<file path="config.mk">
export PLATFORM = sky130hd
export DESIGN_NAME = selen_wb_arbiter
export DESIGN_NICKNAME = d
export VERILOG_FILES = /design/src/rtl/selen_wb_pkg.sv /design/src/rtl/selen_wb_arb_timer.sv /design/src/rtl/selen_wb_arbiter.sv
export SDC_FILE = /design/constraint.sdc
export NUM_CORES = 1
export LEC_CHECK = 0
export CAP_MARGIN = 0
export CORE_AREA = 2 2 122 124
export CTS_BUF_LIST = sky130_fd_sc_hd__clkbuf_4
export DETAILED_ROUTE_END_ITERATION = 6
export DIE_AREA = 0 0 124 126
export GPL_TIMING_DRIVEN = 0
export SYNTH_ARGS = -nofsm -noshare
export SYNTH_HDL_FRONTEND = slang
export SYNTH_SLANG_ARGS = --single-unit
</file>
<file path="constraint.sdc">
create_clock -name clk -period 1.4 [get_ports clk]
set_input_delay 0.28 -clock clk [delete_from_list [all_inputs] [get_ports clk]]
set_output_delay 0.28 -clock clk [all_outputs]
set_load 0.05 [all_outputs]
</file>
<file path="src/rtl/selen_wb_pkg.sv">
// Shared types and defaults for the Selen Wishbone two-master arbiter.
package selen_wb_pkg;

  localparam int ADDR_W_DEF = 32;
  localparam int DATA_W_DEF = 32;

  typedef enum logic [1:0] {
    ARB_IDLE  = 2'd0,
    ARB_GNT_I = 2'd1,
    ARB_GNT_D = 2'd2
  } arb_state_e;

  typedef enum logic {
    OWN_I = 1'b0,
    OWN_D = 1'b1
  } arb_owner_e;

  // When both masters request at once, the one that did not own the bus last wins.
  function automatic arb_state_e tie_winner(input arb_owner_e last_owner);
    if (last_owner == OWN_D) begin
      return ARB_GNT_I;
    end else begin
      return ARB_GNT_D;
    end
  endfunction

endpackage

</file>
<file path="src/rtl/selen_wb_arb_timer.sv">
// Stall watchdog for the arbiter: counts cycles the owner's strobe waits for
// a slave response and raises a single-cycle expire pulse at TIMEOUT.
module selen_wb_arb_timer #(
  parameter int TIMEOUT = 255
) (
  input  logic clk,
  input  logic rst,
  input  logic s_cyc,
  input  logic owner_stb,
  input  logic s_ack,
  input  logic s_err,
  output logic expire
);

  localparam int CNT_W = (TIMEOUT > 2) ? $clog2(TIMEOUT) : 1;

  logic [CNT_W-1:0] count_r;

  // Expiry looks only at the counter and the master strobe, never at s_ack,
  // so a slave that acks combinationally from s_stb cannot form a loop.
  assign expire = s_cyc & owner_stb & (count_r == CNT_W'(TIMEOUT - 1));

  // Wait-cycle counter: cleared by any response, by release and by expiry.
  always_ff @(posedge clk or negedge rst) begin
    if (!rst) begin
      count_r <= {CNT_W{1'b0}};
    end else if (!s_cyc || s_ack || s_err || expire) begin
      count_r <= {CNT_W{1'b0}};
    end else if (owner_stb) begin
      count_r <= count_r + CNT_W'(1);
    end else begin
      count_r <= count_r;
    end
  end

endmodule

</file>
<file path="src/rtl/selen_wb_arbiter.sv">
// Two-master (instruction / data) to one-slave classic Wishbone arbiter.
// Round-robin on simultaneous requests, grant held for the owner's whole cycle.
// Optional stall watchdog enabled by defining SELEN_WB_ARB_TIMEOUT_EN.
module selen_wb_arbiter
  import selen_wb_pkg::*;
#(
  parameter int ADDR_W  = ADDR_W_DEF,
  parameter int DATA_W  = DATA_W_DEF,
  parameter int TIMEOUT = 255
) (
  input  logic                clk,
  input  logic                rst,
  // instruction master
  input  logic                i_cyc,
  input  logic                i_stb,
  input  logic                i_we,
  input  logic [ADDR_W-1:0]   i_adr,
  input  logic [DATA_W-1:0]   i_dat_w,
  input  logic [DATA_W/8-1:0] i_sel,
  output logic                i_ack,
  output logic                i_err,
  output logic [DATA_W-1:0]   i_dat_r,
  // data master
  input  logic                d_cyc,
  input  logic                d_stb,
  input  logic                d_we,
  input  logic [ADDR_W-1:0]   d_adr,
  input  logic [DATA_W-1:0]   d_dat_w,
  input  logic [DATA_W/8-1:0] d_sel,
  output logic                d_ack,
  output logic                d_err,
  output logic [DATA_W-1:0]   d_dat_r,
  // slave
  output logic                s_cyc,
  output logic                s_stb,
  output logic                s_we,
  output logic [ADDR_W-1:0]   s_adr,
  output logic [DATA_W-1:0]   s_dat_w,
  output logic [DATA_W/8-1:0] s_sel,
  input  logic                s_ack,
  input  logic                s_err,
  input  logic [DATA_W-1:0]   s_dat_r
);

  localparam int SEL_W = DATA_W / 8;

  // The watchdog compares against TIMEOUT-1, so it needs at least two cycles.
  if (TIMEOUT < 2) begin : g_bad_timeout
    $error("selen_wb_arbiter: TIMEOUT must be at least 2");
  end

  arb_state_e state_r;
  arb_state_e next_state;
  arb_owner_e last_owner_r;
  logic       owner_stb;
  logic       expire;

  // Strobe of whichever master currently holds the grant.
  always_comb begin
    owner_stb = 1'b0;
    case (state_r)
      ARB_GNT_I: owner_stb = i_stb;
      ARB_GNT_D: owner_stb = d_stb;
      default:   owner_stb = 1'b0;
    endcase
  end

`ifdef SELEN_WB_ARB_TIMEOUT_EN
  selen_wb_arb_timer #(
    .TIMEOUT (TIMEOUT)
  ) u_timer (
    .clk       (clk),
    .rst       (rst),
    .s_cyc     (s_cyc),
    .owner_stb (owner_stb),
    .s_ack     (s_ack),
    .s_err     (s_err),
    .expire    (expire)
  );
`else
  assign expire = 1'b0;
`endif

  // Grant state and round-robin history; last owner updates on every release.
  always_ff @(posedge clk or negedge rst) begin
    if (!rst) begin
      state_r      <= ARB_IDLE;
      last_owner_r <= OWN_D;
    end else begin
      state_r <= next_state;
      if ((state_r == ARB_GNT_I) && !i_cyc) begin
        last_owner_r <= OWN_I;
      end else if ((state_r == ARB_GNT_D) && !d_cyc) begin
        last_owner_r <= OWN_D;
      end else begin
        last_owner_r <= last_owner_r;
      end
    end
  end

  // Next grant: hold while the owner keeps cyc, hand over directly on release.
  always_comb begin
    next_state = state_r;
    case (state_r)
      ARB_IDLE: begin
        if (i_cyc && d_cyc) begin
          next_state = tie_winner(last_owner_r);
        end else if (i_cyc) begin
          next_state = ARB_GNT_I;
        end else if (d_cyc) begin
          next_state = ARB_GNT_D;
        end else begin
          next_state = ARB_IDLE;
        end
      end
      ARB_GNT_I: begin
        if (i_cyc) begin
          next_state = ARB_GNT_I;
        end else if (d_cyc) begin
          next_state = ARB_GNT_D;
        end else begin
          next_state = ARB_IDLE;
        end
      end
      ARB_GNT_D: begin
        if (d_cyc) begin
          next_state = ARB_GNT_D;
        end else if (i_cyc) begin
          next_state = ARB_GNT_I;
        end else begin
          next_state = ARB_IDLE;
        end
      end
      default: next_state = ARB_IDLE;
    endcase
  end

  // Bus routing: owner drives the slave, slave responses go only to the owner.
  always_comb begin
    s_cyc   = 1'b0;
    s_stb   = 1'b0;
    s_we    = 1'b0;
    s_adr   = {ADDR_W{1'b0}};
    s_dat_w = {DATA_W{1'b0}};
    s_sel   = {SEL_W{1'b0}};
    i_ack   = 1'b0;
    i_err   = 1'b0;
    i_dat_r = {DATA_W{1'b0}};
    d_ack   = 1'b0;
    d_err   = 1'b0;
    d_dat_r = {DATA_W{1'b0}};
    case (state_r)
      ARB_GNT_I: begin
        s_cyc   = i_cyc;
        s_stb   = i_stb & ~expire;
        s_we    = i_we;
        s_adr   = i_adr;
        s_dat_w = i_dat_w;
        s_sel   = i_sel;
        i_ack   = s_ack;
        i_err   = s_err | expire;
        i_dat_r = s_dat_r;
      end
      ARB_GNT_D: begin
        s_cyc   = d_cyc;
        s_stb   = d_stb & ~expire;
        s_we    = d_we;
        s_adr   = d_adr;
        s_dat_w = d_dat_w;
        s_sel   = d_sel;
        d_ack   = s_ack;
        d_err   = s_err | expire;
        d_dat_r = s_dat_r;
      end
      default: begin
        s_cyc = 1'b0;
      end
    endcase
  end

endmodule

</file>
# --- Word level (Yosys, flattened, before mapping) ---
# Index checks and enable logic that the tools add are counted.
totals:
  ff_bits: 3
classes:
  n_eq_ne: 2
  reduce_logical: 7
  muxes: 21
op_table:
  columns: ["operator", "count"]
  rows:
  - ["one-hot mux 32 bit (2 select lines)", 2]
  - ["two-way mux 32 bit", 2]
  - ["two-way mux 2 bit", 5]
  - ["one-hot mux 4 bit (2 select lines)", 1]
  - ["two-way mux 1 bit", 7]
  - ["one-hot mux 1 bit (2 select lines)", 3]
  - ["one-hot mux 2 bit (3 select lines)", 1]
  - ["logical AND 1 bit", 3]
  - ["== test 2 x 1 -> 1 bit (second input constant)", 1]
  - ["== test 2 bit (second input constant)", 1]
  - ["logical NOT 1 bit", 2]
  - ["logical NOT 2 bit", 1]
  - ["nonzero test 2 bit", 1]

# --- Logic depth before layout (Yosys ltp) ---
depth:
  depth_word: 4
  ltp_mapped: 6
  depth_no_buf: 4

# --- Worst setup path before layout ---
# No wires, ideal clock.
synth_timing:
  kind: "reg2out"
  from: "register state_r[0]"
  to: "output s_adr[0]"
  path_stages_with_launch: 5
  setup_slack_ns: -0.602
  n_path_buf: 1
  t_arrival_ns: 1.722
  required_time_ns: 1.120
  cell_sequence: "dfrtp_1 inv_1 ha_1 clkbuf_1 nor2b_1"
synth_between:
  elab_chain_len: 2
  elab_cells_between_ends: 3
  classes_between: "eq/ne: 2; mux: 1"
synth_lines:
  columns: ["item", "line_no", "rtl"]
  rows:
  - ["from (decl)", "selen_wb_arbiter.sv:52", "arb_state_e state_r;"]
  - ["from (signal assigned)", "selen_wb_arbiter.sv:90", "state_r <= next_state;"]
  - ["== test 2 bit or == test 2 x 1 -> 1 bit (tied branches)", "selen_wb_arbiter.sv:152", "case (state_r)"]
  - ["one-hot mux 32 bit (2 select lines) (*)", "selen_wb_arbiter.sv:152", null]
  - ["to (decl)", "selen_wb_arbiter.sv:37", "output logic [ADDR_W-1:0] s_adr,"]
# Every way passes the cells marked *; elsewhere a longest branch is shown, timed or not.

# --- Final worst setup path ---
layout_timing:
  from: "register state_r[0]"
  to: "output i_dat_r[1]"
layout_between:
  elab_chain_len: 2
layout_lines:
  columns: ["item", "line_no", "rtl"]
  rows:
  - ["== test 2 x 1 -> 1 bit", "selen_wb_arbiter.sv:152", null]
  - ["two-way mux 32 bit", "selen_wb_arbiter.sv:152", null]
  - ["to (decl)", "selen_wb_arbiter.sv:22", "output logic [DATA_W-1:0] i_dat_r,"]
# No other way between the ends.

==> flow_summary.toml <==
[worst_setup_path]
cp-end-kind = "primary output"
critPathRequiredTime_ns = 1.12
start_kind = "flop"
path_cells = "buf_6 -> ha_4 -> buf_12 -> buf_12 -> buf_8 -> and2_1 -> buf_6"
critPathMaxStageDelay_ns = 0.39
cpLargestDelayFamily = "buffers and inverters"
reg2reg_setup_slack_ns = -0.16
cp.buffers_inverters = 5
critPathMaxFanout = 8
arrival_ns = 1.66
slowest_stage = "dfrtp_1"
crit_type = "reg -> out"

[cts]
clk_latency_ns = 0.24
cts_tree = "yes"
cts_buffers = 3
holdBufCountCts = 0
h-tree-depth = 1
clockRootBuffer = "clkbuf_4"
cts.sinks = 3
clk_pin_slew_worst_paths_ns = 0.04
cts_buffer_depth = 2

[yosys]
synth_edf_count = 0
yosysWarnings = 0
synth.distinct_cells = 19
synth_common_cells = "nor2b_1 (73), a22oi_1 (71), and2_1 (68)"
synth_area_leaders = "a22oi_1 (30%), nor2b_1 (26%), and2_1 (24%)"
synth.avg_cell_area_um2 = 6.76
synth_top_area_share_pct = 30.2
synthFlopType = "dfrtp_1"
syn_nets = 443
synth_async_sr_flop_share_pct = 100
syn-cell-area_um2 = 1770
seq_area_frac_synth_pct = 4.32
synth_top_cell_by_area = "a22oi_1"
synthCells = 261
synth.most_common_cell = "nor2b_1"
ys_ff_latch = 3

[route]
num_vias = 3359
detail-route-antenna-nets = 0
drt_iter0_drc = 49
vias_per_cell = 4.26
drc_errors = 0
drt_first_pass_iters = 4
wl_um = 14000
wl_per_cell_um = 17.8

[finish]
utilization_pct = 48.4
num-nets-final = 785
n_fill_cell = 1291
synthToLayoutAreaGrowth_pct = 293
drive_gt1_share_pct = 66.9

[place]
dp_slack_ns = -1.42
dp_hpwl_um = 10300
place_congestion = 0.830
io_buffers = 316

[global_route]
grt_overflow_total = 0
grt_util_all_layers_pct = 16.0
grt_max_degree = 11
grt_pass1_wl_um = 19200
grt_pass1_vias = 3581
antenna_found_initial = 2

[timing]
rsz0062_at_grt = "yes"
whs_ns = 0.228
fin_crit_sh_pct = 138
fmax_mhz = 516
setup_slack_ns = -0.538
max-slew-margin-rel_pct = 81.8
setup_viol = 141
clock_skew_ns = 0.00130
hold_viol_final = 0
worstMarginPinSlew_ns = 0.274
slew_violations = 0
finalCriticalPeriod_ns = 1.94

[floorplanning]
die_area_um2 = 15600
core_um2 = 14300
start_util_pct = 12.3
num_rows = 44
fp.dieW_um = 124
die_h_um = 126
io_pins = 317

[power_and_ir_drop]
ir_drop_mv = 0.921
power_density_nw_per_um2 = 2550
total_power_uw = 17700
cellLeakagePower_uw = 0.00269

[outcome]
failed_checks = "setup timing"
status = "finished, violations left"

[worst_hold_path]
hp-class = "in -> async"

[job]
max_cap_viol_count = 0
[path summary, 6_finish.rpt]
check	start	endpoint	cells after the start
max in group asynchronous	rst	last_owner_r	1
min in group clk	last_owner_r	last_owner_r	2
min reg2reg	last_owner_r	last_owner_r	2
max reg2reg	state_r[1]	state_r[1]	6
max	state_r[0]	i_dat_r[1]	7
min	rst	state_r[1]	1
[registers in the layout, summed over array words and instances, names as in the netlist]
register	flops
state_r	2
last_owner_r	1
[report_power, final]
group	switching [µW]	internal, µW	total (µW)
combinational	9110	8170	17300
sequential	46.6	144	191
clock	48.2	126	175
total	9210	8440	17700
[stage by stage]
stage	area, µm²	std cells	setup TNS, ns
floorplan	1980	261	-42.94
CTS	6660	781	-71.80
global route	6930	788	-75.73
global placement	5370	761	-163.90
finish	6930	788	-69.71
detailed placement	5370	761	-170.28
[kinds of logic (layout without fill, tap and decap cells)]
family                     Yosys count  after routing  synth area share [%]
and+or+nand+nor                    145            145                  51.4
AOI/OAI and AO/OA                   74             74                  31.9
buffers and inverters               35            376                  9.57
adders and majority gates            4              4                  2.83
DFF                                  3              3                  4.32
other                                0              2                     0
[placed cells by master (no fill, tap or decap), types with 2 or more instances in the layout]
cell and instances:
clkdlybuf4s50_1 177, buf_6 98, a22oi_2 71, nor2b_2 69, buf_8 68, and2_4 57, buf_12 12, and2_1 11
buf_4 6, clkbuf_4 5, clkbuf_8 4, ha_4 3, diode_2 2, inv_2 2, nor2b_4 2, nor2b_1 2
inv_1 2, buf_16 2, dfrtp_1 2
[per-layer routing]
layer,GRT usage [%],routed length (µm),up-vias
met5,0,0,-
met4,5.16,376,0
met3,4.17,1340,24
met2,32.0,7630,184
met1,15.5,4640,1553
li1,-,-,1598
[area by class of cell]
cell class	instances	area [µm²]	area share, %
Inverter	4	15.0	0.217
Clock buffer	4	30.0	0.433
Antenna cell	2	5.00	0.0722
Sequential cell	3	76.3	1.10
Buffer	31	485	7.00
Multi-Input combinational cell	223	2270	32.8
Timing Repair Buffer	337	3810	55.0
Tap cell	184	230	3.32
[repair_timing]
action	CTS	global route
buffers inserted	8	3
pin swaps	5	22
endpoints found under the setup margin	141	141
gates resized for setup	1224	69
cloned	9	2
Note: power is estimated with default switching activity, not from simulation.
